File: src/rtl/game_state_controller.sv
// Game-state keeper between physics and display/audio: BCD score with pending-point drain,
// lives with extra-life awards, timed level loading, win/lose state and prioritised audio cues.
module game_state_controller #(
   parameter int unsigned SCORE_DIGITS     = 4,
   parameter int unsigned LIVES_WIDTH      = 3,
   parameter int unsigned START_LIVES      = 5,
   parameter int unsigned MAX_LIVES        = 7,
   parameter int unsigned EXTRA_LIFE_DIGIT = 3,
   parameter int unsigned ROW_COUNT        = 6,
   parameter int unsigned PENDING_WIDTH    = 6,
   parameter int unsigned LEVEL_COUNT      = 4,
   parameter int unsigned LEVEL_WIDTH      = 2,
   parameter int unsigned WRAP_LEVELS      = 1,
   parameter int unsigned LOAD_CYCLES      = 16,
   parameter int unsigned SAMPLE_WIDTH     = 4
) (
   input  logic                      CLK,
   input  logic                      RESET,
   input  logic                      STEP_COMPLETE,
   input  logic                      BALL_LOST,
   input  logic                      HIT_BLOCK,
   input  logic [2:0]                HIT_BLOCK_ROW,
   input  logic                      HIT_PADDLE,
   input  logic                      HIT_WALL,
   input  logic                      LEVEL_CLEARED,
   input  logic                      IGNORE_DEATH,
   output logic                      LOAD_LEVEL,
   output logic [LEVEL_WIDTH-1:0]    LEVEL,
   output logic [LIVES_WIDTH-1:0]    LIVES,
   output logic [4*SCORE_DIGITS-1:0] SCORE,
   output logic [SAMPLE_WIDTH-1:0]   AUDIO_SELECT,
   output logic                      AUDIO_TRIGGER,
   output logic                      GAME_OVER,
   output logic                      GAME_WON
);

   typedef enum logic [1:0] {StPlay, StLoad, StOver, StWon} state_e;

   localparam int unsigned LoadCntWidth = (LOAD_CYCLES > 1) ? $clog2(LOAD_CYCLES) : 1;
   localparam logic [LoadCntWidth-1:0] LoadInit = LoadCntWidth'(LOAD_CYCLES - 1);
   localparam int unsigned PendMax = (32'd1 << PENDING_WIDTH) - 32'd1;
   localparam logic [LIVES_WIDTH-1:0] MaxLives = LIVES_WIDTH'(MAX_LIVES);
   localparam logic [LIVES_WIDTH-1:0] StartLives = LIVES_WIDTH'(START_LIVES);
   localparam logic [LEVEL_WIDTH-1:0] LastLevel = LEVEL_WIDTH'(LEVEL_COUNT - 1);

   state_e                    state_q, state_d;
   logic [LIVES_WIDTH-1:0]    lives_q, lives_d;
   logic [LEVEL_WIDTH-1:0]    level_q, level_d;
   logic [4*SCORE_DIGITS-1:0] score_q, score_d;
   logic [PENDING_WIDTH-1:0]  pend_q, pend_d;
   logic [LoadCntWidth-1:0]   load_cnt_q, load_cnt_d;
   logic                      load_level_q, load_level_d;
   logic                      trig_q, trig_d;
   logic [SAMPLE_WIDTH-1:0]   sel_q, sel_d;

   logic        acted, loss, award, carry, all_nines, score_inc;
   logic [31:0] pts, pend_sum;

   always_comb begin
      acted = STEP_COMPLETE && (state_q == StPlay);

      // Pending points: saturating add of block points, then drain one per cycle
      pts = 32'd0;
      if (acted && HIT_BLOCK && (32'(HIT_BLOCK_ROW) < ROW_COUNT)) begin
         pts = ROW_COUNT - 32'(HIT_BLOCK_ROW);
      end
      pend_sum = 32'(pend_q) + pts;
      if (pend_sum > PendMax) pend_sum = PendMax;
      if (pend_q != '0) pend_sum = pend_sum - 32'd1;
      pend_d = PENDING_WIDTH'(pend_sum);

      // BCD ripple increment; the score freezes at all-9s instead of wrapping
      all_nines = 1'b1;
      for (int unsigned i = 0; i < SCORE_DIGITS; i++) begin
         if (score_q[4*i +: 4] != 4'd9) all_nines = 1'b0;
      end
      score_inc = (pend_q != '0) && !all_nines;
      score_d   = score_q;
      award     = 1'b0;
      carry     = score_inc;
      for (int unsigned i = 0; i < SCORE_DIGITS; i++) begin
         if ((i == EXTRA_LIFE_DIGIT) && carry) award = 1'b1;
         if (carry) begin
            if (score_q[4*i +: 4] == 4'd9) begin
               score_d[4*i +: 4] = 4'd0;
            end else begin
               score_d[4*i +: 4] = score_q[4*i +: 4] + 4'd1;
               carry = 1'b0;
            end
         end
      end

      loss    = acted && BALL_LOST && !IGNORE_DEATH && (lives_q != '0);
      lives_d = lives_q;
      if (award && !loss) begin
         if (lives_q < MaxLives) lives_d = lives_q + 1'b1;
      end else if (loss && !award) begin
         lives_d = lives_q - 1'b1;
      end

      trig_d = acted && (BALL_LOST || HIT_BLOCK || HIT_PADDLE || HIT_WALL);
      sel_d  = sel_q;
      if (trig_d) begin
         if (BALL_LOST)       sel_d = SAMPLE_WIDTH'(2);
         else if (HIT_BLOCK)  sel_d = SAMPLE_WIDTH'(32'd3 + 32'(HIT_BLOCK_ROW));
         else if (HIT_PADDLE) sel_d = SAMPLE_WIDTH'(1);
         else                 sel_d = SAMPLE_WIDTH'(0);
      end

      state_d      = state_q;
      level_d      = level_q;
      load_cnt_d   = load_cnt_q;
      load_level_d = 1'b0;
      case (state_q)
         StPlay: begin
            // Losing the last life takes precedence over clearing the level
            if (lives_d == '0) begin
               state_d = StOver;
            end else if (LEVEL_CLEARED) begin
               if ((level_q == LastLevel) && (WRAP_LEVELS == 0)) begin
                  state_d = StWon;
               end else begin
                  state_d      = StLoad;
                  level_d      = (level_q == LastLevel) ? '0 : level_q + 1'b1;
                  load_level_d = 1'b1;
                  load_cnt_d   = LoadInit;
               end
            end
         end
         StLoad: begin
            if (load_cnt_q == '0) state_d = StPlay;
            else                  load_cnt_d = load_cnt_q - 1'b1;
         end
         default: ;
      endcase
   end

   always_ff @(posedge CLK) begin
      if (RESET) begin
         state_q      <= StPlay;
         lives_q      <= StartLives;
         level_q      <= '0;
         score_q      <= '0;
         pend_q       <= '0;
         load_cnt_q   <= '0;
         load_level_q <= 1'b0;
         trig_q       <= 1'b0;
         sel_q        <= '0;
      end else begin
         state_q      <= state_d;
         lives_q      <= lives_d;
         level_q      <= level_d;
         score_q      <= score_d;
         pend_q       <= pend_d;
         load_cnt_q   <= load_cnt_d;
         load_level_q <= load_level_d;
         trig_q       <= trig_d;
         sel_q        <= sel_d;
      end
   end

   assign LOAD_LEVEL    = load_level_q;
   assign LEVEL         = level_q;
   assign LIVES         = lives_q;
   assign SCORE         = score_q;
   assign AUDIO_SELECT  = sel_q;
   assign AUDIO_TRIGGER = trig_q;
   assign GAME_OVER     = (state_q == StOver) || (state_q == StWon);
   assign GAME_WON      = (state_q == StWon);

endmodule

File: config.mk
export PLATFORM = sky130hd
export DESIGN_NAME = game_state_controller
export DESIGN_NICKNAME = d
export VERILOG_FILES = /design/src/rtl/game_state_controller.sv
export SDC_FILE = /design/constraint.sdc
export NUM_CORES = 1
export LEC_CHECK = 0
export BUFFER_PORTS_ARGS = -buffer_cell sky130_fd_sc_hd__clkbuf_2
export CAP_MARGIN = 10
export CORE_MARGIN = 5
export CORE_UTILIZATION = 42
export DETAILED_ROUTE_END_ITERATION = 16
export PLACE_DENSITY = 0.63
export SLEW_MARGIN = 10
export SYNTH_ARGS = -nofsm -noshare
export SYNTH_HDL_FRONTEND = slang
export SYNTH_SLANG_ARGS = --single-unit
File: constraint.sdc
create_clock -name CLK -period 5.4 [get_ports CLK]
set_input_delay 0.54 -clock CLK [delete_from_list [all_inputs] [get_ports CLK]]
set_output_delay 0.54 -clock CLK [all_outputs]
set_load 0.05 [all_outputs]
==> flow_summary.ini <==
[detailed_routing]
drt_first_pass_iters = 4
ant_nets = 0
wl_um = 5553
wl_per_cell_um = 13.00
remaining_drc_errors = 0
drt_iter0_drc = 93
num_vias = 2273
vias_per_cell = 5.323

[sta]
relSlewSlack_pct = 41.91
setup_viol = 0
rsz0062_at_grt = false
period_share_pct = 91.74
tns_ns = 0
min_period_ns = 4.954
worst_slew_pin_slew_ns = 0.8713
hold_violations = 0
fmax_mhz = 201.9
finalClockSkew_ns = 0.004644
finalMaxSlewViolations = 0

[global_route]
grt_max_degree = 43
grt_pass1_vias = 2116
antenna_found_initial = 0
track_usage_pct = 13.60
grt_pass1_wl_um = 9756
overflow = 0

[placement]
port-buffer-count = 40
dpl.hpwl_um = 4262
dpl-instance-area_mm2 = 0.003022
dp.cells = 419
place_congestion = 0.7753

[logic_synthesis]
synth.distinct_cells = 62
syn_inst = 310
avgSynthCellArea_um2 = 8.908
ys_ff_latch = 39
synth_edf_count = 0
synth_area_mm2 = 0.002761
yosys_most_used_dff = dfxtp_1
ys_warn_count = 0
synth_nets = 350
async_reset_ff_share_pct = 0
ys_seq_area_share_pct = 28.27

[floorplan]
start_util_pct = 43.24
core-area_mm2 = 0.006386
ios = 41
dieArea_mm2 = 0.008296
die_h_um = 91.09
fp.dieW_um = 91.09
rows = 29

[power]
p_sw_mw = 0.3822
p_leak_nw = 1.371
irDropWorstVdd_v = 0.0001423
finalPower_mw = 1.003
p_int_mw = 0.6206
p_sw_share_pct = 38.11
powerDensity_mw_per_mm2 = 320.0
comb_power_share_pct = 38.6
power_frac_seq_pct = 37.1
clkPwrFrac_pct = 24.3

[finish]
multi_input_area_mm2 = 0.001869
antenna_cells = 0
n_fill_cell = 627
syn_to_final_growth_pct = 13.50
register_area_um2 = 780.7
fin_cells = 427
fin_area_mm2 = 0.003134
drive_gt1_share_pct = 20.29
final_nets = 389

[critical_path]
critical_path_class = flip-flop to flip-flop
path_max_fanout = 8
cp.required_ns = 5.60
critPathMostFrequentCell = ha_1
cp.arrival_ns = 5.16
worst_path_largest_cell_delay_ns = 0.54
critical-path-top-delay-family = simple AND/OR/NAND/NOR gates
start_kind = flip-flop
rrSetupSlack_ns = 0.45
endpoint_kind = flip-flop
crit_path_cell_trace = nor3b_2, nand3b_1, a21o_1, nor2_1, ha_1, fa_1, and3_1, o21ai_0, a21oi_1, o21ai_0, ha_1, or4_1, nor4_1, inv_1, a211oi_1, ha_1, nand2_1, nor2_1, nand2_1, xor2_1, a21oi_1
crit_slowest_cell = or4_1
path_buf_inv = 1

[clock_tree]
htreeDepth = 2
cts_root_buf = clkbuf_8
cts-resized-gates = 0
tritoncts = built
clock_sinks = 39
clk_latency_ns = 0.29
clockBufferDepth = 2
numCtsBuffers = 5
cts_hold_buf = 0
cts_setup_buffers = 0
path_clk_slew_ns = 0.08

[status]
status = complete, no violations

[worst_hold_path]
min_path_type = flip-flop to flip-flop

[job]
cap_violations = 0
## worst register-to-register path: cells and delay by family (launching register included)
| family | cells | cell delay (ns) |
|---|---|---|
| AND/OR/NAND/NOR | 9 | 2.12 |
| AO/OA/AOI/OAI | 6 | 1.29 |
| adder cells (fa/ha/maj) | 4 | 0.79 |
| flip-flops | 1 | 0.39 |
| buffers and inverters | 1 | 0.15 |
| XOR/XNOR | 1 | 0.15 |
## synthesized netlist by cell type, types with 3 or more instances
library cell  instances  area share (%)
a211oi_1              4             1.1
a21o_1                3            0.82
a21oi_1              24             4.3
a31oi_1               5             1.1
clkbuf_1              6            0.82
dfxtp_1              39              28
ha_1                 27              12
inv_1                18             2.4
mux2i_1               6             2.2
nand2_1              17             2.3
nand2b_1              5             1.1
nand3_1               8             1.4
nand4b_1              3            0.95
nor2_1               38             5.2
nor2b_1               6             1.4
nor3_1                6             1.1
nor3b_1               3            0.82
nor4_1                5             1.1
o21a_1                3            0.82
o21ai_0              11             2.0
o21ai_1               3            0.54
xnor2_1              16             5.1
xor2_1                4             1.3
## logic make-up (layout without fill, tap and decap cells)
| kind of cell | Yosys count | after routing | synth area share (%) |
|---|---|---|---|
| flip-flops | 39 | 39 | 28.27 |
| buffers and inverters | 27 | 67 | 4.032 |
| multiplexers | 8 | 8 | 3.262 |
| adder cells (fa/ha/maj) | 28 | 28 | 12.96 |
| XOR/XNOR | 21 | 21 | 7.159 |
| AO/OA/AOI/OAI | 68 | 68 | 17.53 |
| AND/OR/NAND/NOR | 119 | 119 | 26.78 |
## cells in the final DEF, fill, tap and decap left out, types with 6 or more instances in the layout
cell type	netlist	final
clkbuf_2	0	40
dfxtp_1	39	39
nor2_1	38	38
ha_1	27	27
a21oi_1	24	24
inv_1	18	18
nand2_1	17	17
xnor2_1	16	16
o21ai_0	11	11
nand3_1	8	8
nor3_1	6	6
nor2b_1	6	6
mux2i_1	6	6
## flip-flops by register name, indices dropped and copies added, names as in the netlist
register	count
SCORE	16
pend_q	6
AUDIO_SELECT	4
load_cnt_q	4
LIVES	3
LEVEL	2
state_q	2
AUDIO_TRIGGER	1
LOAD_LEVEL	1
## metrics by stage
step	utilization [%]	setup WS (ns)	hold slack (ns)
CTS	49.08	0.4879	0.4756
global placement	47.32	0.4199	0.4592
global route	49.08	0.03987	0.5442
finish	49.08	0.4460	0.4731
detailed placement	47.32	0.2490	0.4617
floorplan	-	0.5167	0.4752
## layer usage
layer  GRT usage, %  up-vias  share of wire, %
li1               -     1184                 -
met1          18.06     1053                50
met2          22.00       32                45
met3          3.554        4               4.2
met4          3.423        0              0.83
met5              0        -                 0
## path summary, 6_finish.rpt
path / startpoint / endpoint / depth (start not counted)
worst max register to register: state_q[1] / pend_q[4] / 21
worst min register to register: AUDIO_SELECT[2] / AUDIO_SELECT[2] / 2
worst max-delay path: state_q[1] / pend_q[4] / 21
worst min-delay path: AUDIO_SELECT[2] / AUDIO_SELECT[2] / 2
## final cells by class
cell class	instances	share of cell area (%)
multi-input cells	244	59.64
inverters	18	2.156
well taps	77	3.074
flip-flops and latches	39	24.91
clock inverters	3	1.397
clock buffers	5	2.196
repair buffers	41	6.627
## power groups by stage
stage | logic (mW) | clock network [mW] | registers [mW]
2_1_floorplan | 0.268 | 0 | 0.419
3_3_place_gp | 0.380 | 0 | 0.379
3_5_place_dp | 0.388 | 0 | 0.379
4_1_cts | 0.389 | 0.254 | 0.373
5_1_grt | 0.428 | 0.263 | 0.379
6_report | 0.387 | 0.244 | 0.372
No activity file was read; power rests on OpenSTA's default activity.
